[config.mk]
export PLATFORM = sky130hd
export DESIGN_NAME = jt49_mdiv
export DESIGN_NICKNAME = d
export VERILOG_FILES = /design/src/rtl/jt49_mdiv.sv
export SDC_FILE = /design/constraint.sdc
export NUM_CORES = 1
export LEC_CHECK = 0
export BUFFER_PORTS_ARGS = -buffer_cell sky130_fd_sc_hd__buf_2
export CORE_UTILIZATION = 60
export DETAILED_ROUTE_END_ITERATION = 7
export PLACE_DENSITY_LB_ADDON = 0.3
export RECOVER_POWER = 25
export SLEW_MARGIN = 0
export SYNTH_ARGS = -nofsm -noshare
export SYNTH_HDL_FRONTEND = slang
export SYNTH_SLANG_ARGS = --single-unit
[constraint.sdc]
create_clock -name clk -period 2.6 [get_ports clk]
set_input_delay 0.52 -clock clk [delete_from_list [all_inputs] [get_ports clk]]
set_output_delay 0.52 -clock clk [all_outputs]
set_load 0.02 [all_outputs]
[src/rtl/jt49_mdiv.sv]
// Multi-channel PSG period divider: per-channel period register, counter, square output and toggle tick.
// Latency: div/tick update on the edge of the qualifying cen; a period write is compared at the following cen.
// Backpressure: none; cen gates counter advance, writes and sync act on every clk regardless of cen.
module jt49_mdiv #(
    parameter int W   = 12,
    parameter int CH  = 3,
    parameter int CHW = 2
) (
    input  logic           clk,
    input  logic           rst_n,
    input  logic           cen,
    input  logic           wr,
    input  logic [CHW-1:0] wr_ch,
    input  logic [W-1:0]   wr_period,
    input  logic           wr_restart,
    input  logic [CH-1:0]  en,
    input  logic           sync,
    output logic [CH-1:0]  div,
    output logic [CH-1:0]  tick
);

    logic [W-1:0]  count  [CH];
    logic [W-1:0]  period [CH];
    logic [CH-1:0] wr_hit;

    // Decode the write target; channel numbers at or above CH never match, so such writes drop out here.
    always_comb begin
        wr_hit = '0;
        for (int i = 0; i < CH; i++) begin
            wr_hit[i] = wr && (wr_ch == CHW'(i));
        end
    end

    // Per-channel state: period load is independent of restart priority; phase follows sync > restart > cen.
    always_ff @(posedge clk or negedge rst_n) begin
        if (!rst_n) begin
            for (int i = 0; i < CH; i++) begin
                count[i]  <= W'(1);
                period[i] <= '0;
            end
            div  <= '0;
            tick <= '0;
        end else begin
            for (int i = 0; i < CH; i++) begin
                if (wr_hit[i]) begin
                    period[i] <= wr_period;
                end

                if (sync || (wr_hit[i] && wr_restart)) begin
                    count[i] <= W'(1);
                    div[i]   <= 1'b0;
                    tick[i]  <= 1'b0;
                end else if (cen && en[i]) begin
                    // Period 0 compares like period 1, so the channel never stalls and
                    // the counter stays within max(period,1) without wrapping.
                    if (count[i] >= period[i]) begin
                        count[i] <= W'(1);
                        div[i]   <= ~div[i];
                        tick[i]  <= 1'b1;
                    end else begin
                        count[i] <= count[i] + W'(1);
                        tick[i]  <= 1'b0;
                    end
                end else begin
                    // Disabled or idle cycle: phase holds, tick lasts only one clk.
                    tick[i] <= 1'b0;
                end
            end
        end
    end

endmodule

# Yosys cells after proc, flatten, opt, wreduce, memory -nomap -nowiden
# Index checks and enable logic that the tools add are counted.
# totals
reg_bits,78
in_bits,23
word_cells,70
# op_classes
mux,27
reduce_logical,22
magnitude_cmp,3
bitwise_logic,3
add_sub_neg,3
n_eq_ne,2
# ops
cell,count
$mux W12,9
$add A12 B1 Y12 const B,3
$ge A12 B12 Y1,3
$mux W1,18
$reduce_bool A2 Y1,6
$logic_and A1 B1 Y1,9
$reduce_and A2 Y1,3
$logic_or A1 B1 Y1,3
$not A1 Y1,3
$eq A2 B1 Y1 const B,1
$eq A2 B2 Y1 const B,1
$logic_not A2 Y1,1

# Depth between registers and ports, before layout
# logic_depth
word_depth,6
depth_mapped,9
mapped_depth_nobuf,8

# Worst setup path before layout
# Ideal clock, no wire load.
# synth_timing
path_kind,register -> register
from,register count[24] in the netlist's numbering
to,register count[26] in the netlist's numbering
setup_slack_ns,0.333
setup_ns,0.101
required_ns,2.499
arrival_time_ns,2.167
period_less_slack_ns,2.267
path_stages_with_launch,10
cell_sequence,dfstp_2 > inv_1 > ha_1 > nand2b_4 > a2111oi_2 > o31ai_1 > a221oi_2 > buf_6 > nand2_4 > o311ai_2
# synth_via
elab_chain_cells,4
# synth_lines
item,line,source
start: declaration,22,logic [W-1:0] count [CH];
start signal: indexed assignment,61,count[i] <= count[i] + W'(1);
$add A12 B1 Y12 or $ge A12 B12 Y1 (tied branches),"61, 56",
$mux W12 (*),56,if (count[i] >= period[i]) begin
$mux W12 (*),53,end else if (cen && en[i]) begin
$mux W12 (*),49,if (sync || (wr_hit[i] && wr_restart)) begin
# Every way passes the cells marked *; elsewhere a longest branch is shown, timed or not. The select of a mux whose other input is x is not followed.
# A chain may end at the register's enable or synchronous reset.

# Worst setup path after layout
# Same ends and word-level chain as after synthesis.

==> flow_results.org <==
** Placement
- At the end of routability-driven placement, the weighted congestion stood at 0.839.
- Post-Place Worst Slack :: between 200 and 250 ps
- Post-detail-place hpwl :: roughly 6.8 mm
- During placement, the flow inserted port buffers numbering 28.

** Finish
- Cells with a size suffix above 1 make up around 15% of the layout.
- From synthesis to final layout, the design area changed by 11.3%.
- Leaving out fill and tap cells, the most frequent cell in the layout is sky130_fd_sc_hd__dfrtp_1.
- The final layout contains 563 nets.
- The library cells used most frequently in the layout, excluding fill and tap cells, are sky130_fd_sc_hd__dfrtp_1, sky130_fd_sc_hd__nand2_1, sky130_fd_sc_hd__inv_1.
- Inserted Diodes :: 0

** Timing
- For the finished layout, the period the worst path requires is ~2400 ps.
- Setup violators final :: 0
- Setup repair after global routing left no endpoint under its margin.
- Derived from the worst setup path, the maximum achievable clock frequency is 421 MHz.
- The count of final max-slew check failures is 0.
- Headroom to the max-slew limit came out at around a third.
- After layout, the worst setup slack is roughly 230 ps.
- Worst-case clock skew :: about 8.5 ps
- Worst-Margin Slew :: ~1000 ps
- Setup total negative slack on the finished layout was measured at 0 ps.
- Final hold viol count :: 0
- Final period util :: ~90%

** CTS
- Clock Tree Buf Depth :: 2
- Clock tree from TritonCTS :: yes
- CTS clk-pin slew, worst paths :: roughly 80 ps
- Worst skew pair latency :: 360 ps
- The cell sitting at the root of the clock tree is a sky130_fd_sc_hd__clkbuf_8.
- The number of setup buffers added after CTS is 0.
- CTS Sinks :: 78
- Clock tree synthesis inserted a total of 9 buffers.
- Level count of the clock H-tree :: 3

** Die
- From bottom edge to top edge, the die measures 86.9 µm.
- Horizontal die dimension :: 86.9 µm
- The core region is slightly below 7000 µm².
- Once the floorplan was initialized, standard cells occupied between 60% and 70% of the core.
- The floorplan step defined a die boundary enclosing ~7600 µm².
- In this run the core area contains 30 standard-cell rows.
- 29 I/O pins were placed.

** Power and ir drop
- Comb pwr share :: ~15%
- In this run the static leakage power is roughly 0.0023 µW.
- Dividing total power by cell area gives a power density of roughly 580 nW/µm².
- The internal power of the cells totals 2020 µW.
- The worst-case IR drop observed on VDD is 291 µV.
- Share of total power in sequential cells :: between 40 and 50%
- Power spent charging and discharging nets :: between 700 and 800 µW
- Clock network fraction of design power :: a little over a third
- Net switching is ~27% of the power.

** Route
- Total wire length after detailed routing :: approximately 9 mm
- Count of vias placed by the detailed router :: between 3k and 4k
- Before antenna repair, the detailed router went through 5 iterations.
- Using the TritonRoute via totals, the vias-per-cell ratio works out to 5.74.
- Detailed-route DRC error count :: 0
- In the final routed layout, each cell accounts on average for 15.3 µm.
- Number of nets still failing antenna checks after routing :: 0
- After the first detailed-routing iteration, the DRC count stood at 211.

** Yosys
- Synthesized-area fraction occupied by and/or/nand/nor cells :: 21.6%
- Share of synthesized area occupied by flip-flops and latches :: 45.2%
- The average instance in the mapped netlist occupies ~9.3 µm².
- Number of flip-flops and latches in the synthesized netlist :: slightly below 80
- After synthesis, the largest family of logic cells by area is simple AND/OR/NAND/NOR gates.
- Synthesized-area fraction occupied by adder cells :: a little under an eighth
- In the synthesized netlist, mux cells make up less than 1% of the area.
- Total nets after synthesis :: 526
- Count of different cell masters after synthesis :: 49
- Fraction of the mapped netlist area in compound gates :: a little under an eighth
- Yosys synthesis warning count :: 0
- The cell area that synthesis handed to floorplanning was 4320 µm².
- Synthesized-area fraction occupied by xor and xnor cells :: roughly 4.7%
- After technology mapping, the gate count stands at 464.

** Critical path
- The largest single stage delay on the critical path is roughly 580 ps.
- Worst-case register-to-register setup slack :: 230 ps
- Of all nets on the critical path, the largest fanout is 12.
- Data on the critical path arrives at its endpoint at 2630 ps.
- Series of cell instances along the critical path :: inv_1 -> ha_1 -> nand2b_4 -> a2111oi_2 -> o31ai_1 -> a221oi_2 -> buf_4 -> nand2_4 -> o311ai_2
- CP Capture Point :: count[26]
- The critical path is of the reg2reg type.
- The worst register-to-register path has a depth of 9.
- Critical path origin :: count[24]
- CP Buf/Inv Count :: 2
- In this run the critical register-to-register path is captured at count[26].
- The worst setup path is launched from a flop.
- Grouping stages by cell kind, the critical path spends the most delay in compound AO/OA/AOI/OAI gates.
- Critical register-to-register path startpoint :: count[24]
- CP Data Required Time :: ~2900 ps
- The worst setup path is captured at a flop.
- Counting buffers and inverters, the worst setup path is 9 cells deep.
- Cell type of the slowest stage on the worst timing path :: sky130_fd_sc_hd__dfstp_2

** GRT
- The total overflow left after global routing is 0.
- Antenna violations before repair :: 0
- The number of global-route vias before repair was ~3.4k.
- Overall routing resource usage :: 27.9%
- Wire length of the first global-routing pass :: around 16 mm
- Entering global routing, the biggest net connects between 40 and 50 pins.

** Flow run
- Max-cap violations in this run came to 0.

** Run status
- The flow ran to the end, and the final reports show no timing, DRC or antenna violations.

** Hold path
- In this run the worst hold path is classified as in2async.
-- flip-flops by register name, summed over array words and instances, names as in the netlist --
signal / count
count: 36
div: 3
period: 36
tick: 3
-- final cells by class --
type | count | area [µm²]
multi-input combinational | 335 | 2170
sequential | 78 | 1960
inverter | 40 | 150
timing repair buffer | 37 | 204
clock inverter | 6 | 86.3
clock buffer | 10 | 128
fill | 536 | 2060
tap | 96 | 120
-- stage by stage --
| stage | utilization (%) | instances | area [µm²] | hold slack [ps] | total power [µW] |
|---|---|---|---|---|---|
| 2_1_floorplan | - | 464 | 4320 | 224 | 1650 |
| 3_3_place_gp | 67.0 | 586 | 4600 | 497 | 1780 |
| 3_5_place_dp | 67.0 | 586 | 4600 | 505 | 1810 |
| 4_1_cts | 70.1 | 602 | 4820 | 146 | 2790 |
| 5_1_grt | 70.1 | 602 | 4810 | 391 | 2930 |
| 6_report | 70.1 | 602 | 4810 | 331 | 2780 |
-- layer usage --
layer	global-route usage (%)	vias to the layer above	wire length, µm
met1	36.2	1681	4250
met5	0	-	0
li1	-	1678	-
met2	46.0	78	4460
met3	6.73	17	369
met4	9.24	0	140
-- cells by family after synthesis --
family / after synthesis
XOR/XNOR: 23
AO/OA/AOI/OAI: 82
multiplexers: 3
adder cells (fa/ha/maj): 39
AND/OR/NAND/NOR: 188
buffers and inverters: 51
flip-flops: 78
-- power groups by stage --
stage | combinational (µW) | clock, µW | sequential, µW
after global placement | 396 | 0 | 1380
after detailed placement | 420 | 0 | 1390
after floorplan | 277 | 0 | 1370
after CTS | 424 | 1000 | 1360
after global routing | 489 | 1070 | 1370
final | 421 | 994 | 1360
-- worst register-to-register path: stages (launching register included) --
cell and delay (ps):
sky130_fd_sc_hd__dfstp_2 580, sky130_fd_sc_hd__inv_1 70, sky130_fd_sc_hd__ha_1 280, sky130_fd_sc_hd__nand2b_4 140, sky130_fd_sc_hd__a2111oi_2 350, sky130_fd_sc_hd__o31ai_1 140
sky130_fd_sc_hd__a221oi_2 220, sky130_fd_sc_hd__buf_4 230, sky130_fd_sc_hd__nand2_4 60, sky130_fd_sc_hd__o311ai_2 220
-- timing repair --
item | in CTS | in global routing
gates resized for setup | 0 | 1
endpoints found under the setup margin | 0 | 3
hold buffers | 0 | 0
-- Yosys cell counts (all sizes together) --
master | instances | share of area [%]
o21bai | 3 | 0.52
mux2 | 3 | 0.78
clkbuf | 9 | 0.78
xor2 | 6 | 1.2
inv | 40 | 3.5
a221oi | 3 | 0.90
ha | 39 | 11
nand2 | 72 | 6.4
a21o | 8 | 1.5
nor4b | 3 | 0.75
and4b | 1 | 0.23
xnor2 | 17 | 3.4
o311ai | 1 | 0.38
o21ai | 41 | 4.7
o211ai | 4 | 0.69
nand3 | 18 | 2.1
and2b | 1 | 0.17
or3 | 1 | 0.17
o31ai | 1 | 0.17
buf | 2 | 0.43
dfstp | 3 | 1.8
nor4 | 9 | 1.4
nor2b | 3 | 0.43
and3b | 2 | 0.41
dfrtp | 75 | 43
a21oi | 15 | 1.7
o31a | 1 | 0.20
or2 | 1 | 0.14
and3 | 2 | 0.29
a31oi | 3 | 0.43
a2111oi | 1 | 0.35
nand2b | 2 | 0.46
a211oi | 1 | 0.17
nor3 | 12 | 1.4
nor2 | 37 | 3.3
and2 | 5 | 0.72
nand4 | 15 | 2.2
or4 | 2 | 0.35
nor3b | 2 | 0.61
-- worst min-delay path by stage --
stage	cells after the start	start	to
after floorplan	0	rst_n	count[10]
after global placement	1	period[0]	period[0]
after detailed placement	1	period[0]	period[0]
after CTS	1	rst_n	count[14]
after global routing	3	wr_period[10]	period[10]
final	1	rst_n	count[13]
(Power assumes the default switching activity.)
